### src/rtl/col_parity_accumulator.sv
// Column-parity accumulator: folds a column-major stream of 25 lanes into five
// column parities C[x] and hands each one downstream over valid/ready.
module col_parity_accumulator #(
  parameter int LANE_W = 64
) (
  input  logic              clk,
  input  logic              reset,
  input  logic              start,
  input  logic              in_valid,
  output logic              in_ready,
  input  logic [LANE_W-1:0] in_lane,
  output logic              out_valid,
  input  logic              out_ready,
  output logic [LANE_W-1:0] out_parity,
  output logic [2:0]        out_col,
  output logic              busy,
  output logic              done
);

  typedef enum logic [1:0] {
    S_IDLE,
    S_ACCUM,
    S_EMIT,
    S_DONE
  } state_e;

  state_e            state_q, state_d;
  logic [2:0]        row_q, row_d;
  logic [2:0]        col_q, col_d;
  logic [LANE_W-1:0] acc_q, acc_d;
  logic [LANE_W-1:0] parity_q, parity_d;
  logic [2:0]        out_col_q, out_col_d;

  logic lane_xfer;
  logic out_xfer;

  // Handshake qualifiers are pure decodes of the state, so input and output
  // phases can never overlap.
  assign in_ready   = (state_q == S_ACCUM);
  assign out_valid  = (state_q == S_EMIT);
  assign busy       = (state_q != S_IDLE);
  assign done       = (state_q == S_DONE);
  assign out_parity = parity_q;
  assign out_col    = out_col_q;

  assign lane_xfer = in_valid & in_ready;
  assign out_xfer  = out_valid & out_ready;

  always_comb begin
    // NOTE: every signal written here gets a default first, so no path leaves
    // it unassigned and no latch is inferred.
    state_d   = state_q;
    row_d     = row_q;
    col_d     = col_q;
    acc_d     = acc_q;
    parity_d  = parity_q;
    out_col_d = out_col_q;

    case (state_q)
      S_IDLE: begin
        if (start) begin
          state_d = S_ACCUM;
          row_d   = '0;
          col_d   = '0;
          acc_d   = '0;
        end
      end

      S_ACCUM: begin
        if (lane_xfer) begin
          // Row wrap 4 -> 0 is the column-complete carry.
          if (row_q == 3'd4) begin
            parity_d  = acc_q ^ in_lane;
            out_col_d = col_q;
            row_d     = '0;
            state_d   = S_EMIT;
          end else begin
            acc_d = (row_q == 3'd0) ? in_lane : (acc_q ^ in_lane);
            row_d = row_q + 3'd1;
          end
        end
      end

      S_EMIT: begin
        if (out_xfer) begin
          if (col_q == 3'd4) begin
            col_d   = '0;
            state_d = S_DONE;
          end else begin
            col_d   = col_q + 3'd1;
            state_d = S_ACCUM;
          end
        end
      end

      S_DONE: state_d = S_IDLE;

      default: state_d = S_IDLE;
    endcase
  end

  // NOTE: sequential state uses non-blocking assignments only, so every flop
  // samples the pre-edge value of every other flop.
  always_ff @(posedge clk or negedge reset) begin
    if (!reset) begin
      state_q   <= S_IDLE;
      row_q     <= '0;
      col_q     <= '0;
      acc_q     <= '0;
      parity_q  <= '0;
      out_col_q <= '0;
    end else begin
      state_q   <= state_d;
      row_q     <= row_d;
      col_q     <= col_d;
      acc_q     <= acc_d;
      parity_q  <= parity_d;
      out_col_q <= out_col_d;
    end
  end

endmodule

### config.mk
export PLATFORM = sky130hd
export DESIGN_NAME = col_parity_accumulator
export DESIGN_NICKNAME = d
export VERILOG_FILES = /design/src/rtl/col_parity_accumulator.sv
export SDC_FILE = /design/constraint.sdc
export NUM_CORES = 1
export LEC_CHECK = 0
export CORE_UTILIZATION = 57
export CTS_BUF_LIST = sky130_fd_sc_hd__clkbuf_4 sky130_fd_sc_hd__clkbuf_8 sky130_fd_sc_hd__clkbuf_16
export CTS_CLUSTER_DIAMETER = 150
export DETAILED_ROUTE_END_ITERATION = 6
export PLACE_DENSITY = 0.86
export SETUP_SLACK_MARGIN = 0.5
export SLEW_MARGIN = 5
export SYNTH_ARGS = -nofsm -noshare
export SYNTH_HDL_FRONTEND = slang
export SYNTH_SLANG_ARGS = --single-unit
### constraint.sdc
create_clock -name clk -period 4.3 [get_ports clk]
set_input_delay 1.29 -clock clk [delete_from_list [all_inputs] [get_ports clk]]
set_output_delay 1.29 -clock clk [all_outputs]
set_load 0.005 [all_outputs]
==> run_results.csv, run 1 <==
group,metric,value,unit
sta,fin_skew,0.0139,ns
placement,pre_cts_ws,0.993,ns
sta,fmax,316,MHz
placement,port_buffers,139,
worst_setup_path,cp-end-kind,"primary output",
worst_setup_path,path_delay_family,"buffers and inverters",
worst_setup_path,path_buf_inv,2,
synth,ys_ff_latch,139,
worst_setup_path,crit_type,"reg -> out",
worst_setup_path,cp-startpoint,"state_q[0]",
synth,ys_seq_area_frac,0.470,
finish,nNetsFinal,946,
worst_setup_path,r2r_start,"state_q[0]",
placement,dp.final_hpwl,11500,um
min_path,worstHoldStart,"col_q[2]",
detailed_routing,vias,6304,
clock_tree,h-tree-depth,4,
sta,hold_viol_final,0,
finish,drive_gt1_frac,0.0610,
sta,slew_violations,0,
synth,synth_top_area_frac,0.470,
worst_setup_path,arrival,1.88,ns
clock_tree,cts_tree,"done",
clock_tree,clock-sinks,139,
grt,grt_pass1_vias,6273,
worst_setup_path,cpPeakStageDelay,0.61,ns
detailed_routing,drt_iter0_drc,511,
grt,grt-ovfl-total,0,
job,cap_violations,0,
sta,min_period,3.17,ns
synth,synth.area.top_cells,"dfrtp_1, xnor2_1, nand3_1",
clock_tree,cts_root_buf,"clkbuf_16",
sta,tightest_slew,0.849,ns
worst_setup_path,path_max_fanout,14,
floorplanning,die_w,116,um
floorplanning,fp.dieArea,13400,um^2
finish,nFillCells,903,
grt,grtUsageTotal,0.290,
floorplanning,die_y,116,um
clock_tree,ctsResizeCount,0,
synth,synth_cell_types,34,
detailed_routing,ant_nets,0,
worst_setup_path,crit_required,3.01,ns
worst_setup_path,crit_chain,"inv_1 -> nor2_4 -> clkdlybuf4s50_1",
synth,ys_warn_count,0,
sta,fin_tns_setup,0,ns
sta,finalSetupViolCount,0,
synth,synthesis.nets,836,
clock_tree,path_clk_slew,0.06,ns
detailed_routing,drc,0,
synth,synth_enable_flop_cells,0,
synth,syn_avg_cell_area,9.70,um^2
synth,netlist_area,7400,um^2
detailed_routing,wl_per_cell,17.6,um
synth,syn_inst,763,
detailed_routing,drt_wl_total,18600,um
sta,rsz0062_at_grt,"no",
clock_tree,cts_setup_buffers,0,
finish,area_growth_syn_to_layout,26.4,%
floorplanning,rows,41,
synth,yosysTopAreaCell,"dfrtp_1",
floorplanning,start_util,0.587,
placement,post_dp_cell_area,8760,um^2
power,powerDensity,791,nW/um^2
finish,n_antenna_cell,0,
status,status,"complete, no violations",
clock_tree,cts_max_path_buffers,2,
sta,slew_headroom,0.434,
power,ir_drop,655,uV
floorplanning,core_area,12600,um^2
synth,synthArstFlopShare,1.00,
power,cellLeakagePower,0.00372,uW
placement,place.gp.congestion,0.786,
sta,fin_ws,1.13,ns
grt,grt_first_pass_wirelength,30000,um
synth,synth_ff_type,"dfrtp_1",
sta,post-route-period-util,0.737,
grt,grt_start_max_net_pins,94,
sta,fin_hold_ws,0.504,ns
grt,antenna_found_initial,0,
clock_tree,clk_latency,0.43,ns
floorplanning,ios,140,
min_path,min_path_type,"reg -> reg",
detailed_routing,viasPerCell,5.96,
clock_tree,cts.hold.buffers_added,0,
worst_setup_path,cp-start-kind,"flop",
detailed_routing,firstDrtPassIters,5,
finish,fin_area,9360,um^2
clock_tree,numCtsBuffers,17,
worst_setup_path,cpMaxStageDelayCell,"dfrtp_1",
-- report_power, final --
part	internal (uW)	switching, uW
clock network	916	560
logic	1700	1750
registers	1920	546
-- Yosys cell counts, drive strengths merged, types with 3 or more instances --
| cell | n |
|---|---|
| buf | 51 |
| nand2 | 11 |
| dfrtp | 139 |
| nand4b | 63 |
| nand3 | 126 |
| nor2 | 66 |
| mux2 | 3 |
| clkbuf | 7 |
| nor3 | 4 |
| xnor2 | 127 |
| a21oi | 65 |
| inv | 7 |
| ha | 4 |
| nand2b | 4 |
| o21ai | 67 |
| o31ai | 3 |
-- kinds of logic after synthesis --
logic type / after synthesis / share of synthesized area
flip-flops: 139 / 0.470
AND/OR/NAND/NOR: 280 / 0.212
multiplexers: 4 / 0.00591
AO/OA/AOI/OAI: 144 / 0.102
adder cells (fa/ha/maj): 4 / 0.00676
XOR/XNOR: 127 / 0.150
buffers and inverters: 65 / 0.0529
-- worst paths after layout --
kind / slack [ns] / end / cells past startpoint
max in group asynchronous: 2.58 / out_parity[17] / 2
setup reg to reg: 1.71 / acc_q[53] / 6
setup / recovery: 1.13 / in_ready / 3
min in group asynchronous: 0.95 / out_parity[12] / 1
hold / removal: 0.50 / col_q[2] / 1
hold reg to reg: 0.50 / col_q[2] / 1
-- through the flow --
step	cells	total power, uW	util
finish	1057	7400	0.741
global route	1057	7880	0.741
CTS	1057	7410	0.741
detailed placement	1026	5880	0.695
global placement	1026	5630	0.695
floorplan	763	4720	-
-- sequential cells by signal, summed over array words and instances, names as in the netlist --
register / cells
row_q: 3
state_q: 2
col_q: 3
out_col: 3
out_parity: 64
acc_q: 64
-- layout by cell type (no fill, tap or decap), types with 2 or more instances in the layout --
cell type,n
nand4b_1,63
ha_1,4
or2_2,2
inv_1,7
o21ai_1,2
clkinv_2,6
nor3_1,3
a21o_1,2
clkdlybuf4s50_1,138
buf_4,9
o21ai_0,65
a21oi_1,65
dfrtp_1,138
o31ai_1,3
nand2b_1,4
nand2_1,10
clkbuf_16,17
nand3_1,126
clkinvlp_4,3
nor2_1,65
xnor2_1,127
mux2_2,3
bufinv_16,3
-- metal layers --
metal / GRT usage / part of all wire / up-vias
li1: - / - / 2895
met1: 0.343 / 0.40 / 3120
met2: 0.510 / 0.52 / 240
met3: 0.0465 / 0.046 / 49
met4: 0.148 / 0.029 / 0
met5: 0 / 0 / -
-- layout make-up --
class,instances,area (um^2),area share
Clock buffer,18,439,0.0469
Clock inverter,13,151,0.0162
Inverter,7,26.3,0.00281
Multi-Input combinational cell,559,3560,0.381
Sequential cell,139,3480,0.372
Tap cell,172,215,0.0230
Timing Repair Buffer,149,1480,0.158
Note: power is estimated with default switching activity, not from simulation.
==> run 2, diff against run 1 <==
--- a/config.mk
+++ b/config.mk
@@ -5,11 +5,11 @@
 export SDC_FILE = /design/constraint.sdc
 export NUM_CORES = 1
 export LEC_CHECK = 0
-export CORE_UTILIZATION = 57
+export CORE_UTILIZATION = 48
 export CTS_BUF_LIST = sky130_fd_sc_hd__clkbuf_4 sky130_fd_sc_hd__clkbuf_8 sky130_fd_sc_hd__clkbuf_16
 export CTS_CLUSTER_DIAMETER = 150
 export DETAILED_ROUTE_END_ITERATION = 6
-export PLACE_DENSITY = 0.86
+export PLACE_DENSITY = 0.77
 export SETUP_SLACK_MARGIN = 0.5
 export SLEW_MARGIN = 5
 export SYNTH_ARGS = -nofsm -noshare
==> constraint.sdc (replaced) <==
create_clock -name clk -period 2.6 [get_ports clk]
set_input_delay 0.78 -clock clk [delete_from_list [all_inputs] [get_ports clk]]
set_output_delay 0.78 -clock clk [all_outputs]
set_load 0.005 [all_outputs]
==> run_results.csv, run 2 (same netlist as run 1, synthesis figures left out) <==
group,metric,value,unit
sta,finalSetupViolCount,0,
clock_tree,cts_max_path_buffers,2,
power,cellLeakagePower,0.00421,uW
power,p_seq_frac,0.318,
floorplanning,die_y,126,um
sta,min_period,2.07,ns
sta,fin_skew,0.00727,ns
power,comb_power_share,0.471,
detailed_routing,drt_iter0_drc,388,
finish,nFillCells,1205,
worst_setup_path,r2r_slack,0.65,ns
finish,layout_commonest_cell,"dfrtp_1",
worst_setup_path,arrival,1.29,ns
power,p_int,7880,uW
job,cap_violations,0,
sta,fin_tns_setup,0,ns
detailed_routing,wl_per_cell,15.9,um
worst_setup_path,cp-start-kind,"flop",
detailed_routing,vias,6185,
worst_setup_path,cpMaxStageDelayCell,"dfrtp_1",
clock_tree,clock-sinks,139,
detailed_routing,drt_wl_total,17500,um
power,ir_drop,1680,uV
worst_setup_path,cp-startpoint,"state_q[0]",
worst_setup_path,endpoint,"busy",
sta,slew_headroom,0.544,
grt,grtUsageMet2,0.359,
placement,dp.final_hpwl,10400,um
sta,fmax,484,MHz
grt,antenna_found_initial,1,
detailed_routing,ant_nets,0,
worst_setup_path,cpPeakStageDelay,0.40,ns
floorplanning,start_util,0.489,
sta,slew_violations,0,
floorplanning,rows,45,
clock_tree,path_clk_slew,0.06,ns
finish,n_antenna_cell,0,
clock_tree,h-tree-depth,4,
detailed_routing,firstDrtPassIters,5,
worst_setup_path,cp_common_cell,"buf_6",
worst_setup_path,reg2regPathDepth,4,
clock_tree,cts_tree,"done",
status,status,"complete, no violations",
worst_setup_path,crit_chain,"buf_6 -> or2_4 -> buf_6",
sta,rsz0062_at_grt,"yes",
worst_setup_path,cp-end-kind,"primary output",
sta,hold_viol_final,0,
worst_setup_path,r2r_start,"state_q[1]",
worst_setup_path,path_delay_family,"flip-flops",
grt,busiest_layer,"met2",
worst_setup_path,crit_type,"reg -> out",
grt,grt_pass1_vias,5850,
grt,grtUsageTotal,0.223,
power,power,12500,uW
finish,nNetsFinal,970,
detailed_routing,viasPerCell,5.63,
worst_setup_path,r2r_end,"out_col[2]",
detailed_routing,drc,0,
finish,area_growth_syn_to_layout,31.6,%
floorplanning,die_w,126,um
placement,port_buffers,139,
min_path,min_path_type,"in -> async",
worst_setup_path,crit_required,1.82,ns
sta,post-route-period-util,0.795,
power,powerDensity,1280,nW/um^2
power,power_switching,4630,uW
sta,tightest_slew,0.685,ns
finish,drive_gt1_frac,0.0945,
floorplanning,core_area,15100,um^2
grt,grt-ovfl-total,0,
finish,layout_common_cells,"dfrtp_1, xnor2_1, nand3_1",
grt,grt_use_met1,0.292,
grt,grt_use_met3,0.0489,
clock_tree,clk_latency,0.43,ns
worst_setup_path,path_max_fanout,3,
worst_setup_path,path_buf_inv,2,
placement,place.gp.congestion,0.784,
floorplanning,ios,140,
grt,grt_start_max_net_pins,130,
clock_tree,numCtsBuffers,17,
power,p_sw_frac,0.370,
power,power_frac_clock,0.211,
floorplanning,fp.dieArea,15900,um^2
grt,grt_first_pass_wirelength,28200,um
clock_tree,cts_root_buf,"clkbuf_16",
worst_setup_path,path_depth,3,
-- run 2: what timing repair did --
item                                    4_1_cts  5_1_grt
endpoints found under the setup margin       11       63
setup buffers                                 4       12
pin swaps                                     1        2
gates resized for setup                      21       33
hold buffers                                  0        0
gates cloned                                  0        1
-- run 2: power by group through the flow --
stage	clock network, uW	registers, uW	logic [uW]
3_5_place_dp	0	4010	5790
5_1_grt	2760	4130	6520
6_report	2630	3980	5890
3_3_place_gp	0	3990	5640
2_1_floorplan	0	3890	3920
4_1_cts	2670	3990	5840
-- run 2: worst min-delay path by stage --
stage	to	slack (ns)	cells after the start
4_1_cts	out_parity[57]	0.27	1
6_report	out_parity[56]	0.27	1
5_1_grt	out_parity[55]	0.28	1
3_3_place_gp	col_q[2]	0.49	1
3_5_place_dp	col_q[2]	0.48	1
2_1_floorplan	col_q[2]	0.45	1
-- run 2: layer usage --
layer,up-vias,wire length [um]
met4,0,280
met3,28,801
met2,161,8310
met5,-,0
met1,3049,8080
li1,2947,-
-- run 2: per-stage QoR --
step            util  hold WS (ns)  setup WS (ns)  cells  cell area, um^2
2_1_floorplan      -         0.453          0.793    763             7400
3_3_place_gp   0.588         0.485          0.202   1049             8900
3_5_place_dp   0.588         0.483          0.137   1049             8900
4_1_cts        0.632         0.267          0.454   1085             9580
5_1_grt        0.643         0.284          0.454   1098             9740
6_report       0.643         0.266          0.533   1098             9740
-- run 2: cell type report --
type                       count  area (um^2)  area share
clock buffer                  21          474      0.0487
clock inverter                11          166      0.0171
inverter                       7         26.3     0.00270
multi-input combinational    559         3580       0.367
sequential                   139         3480       0.357
tap                          188          235      0.0242
timing repair buffer         173         1780       0.183
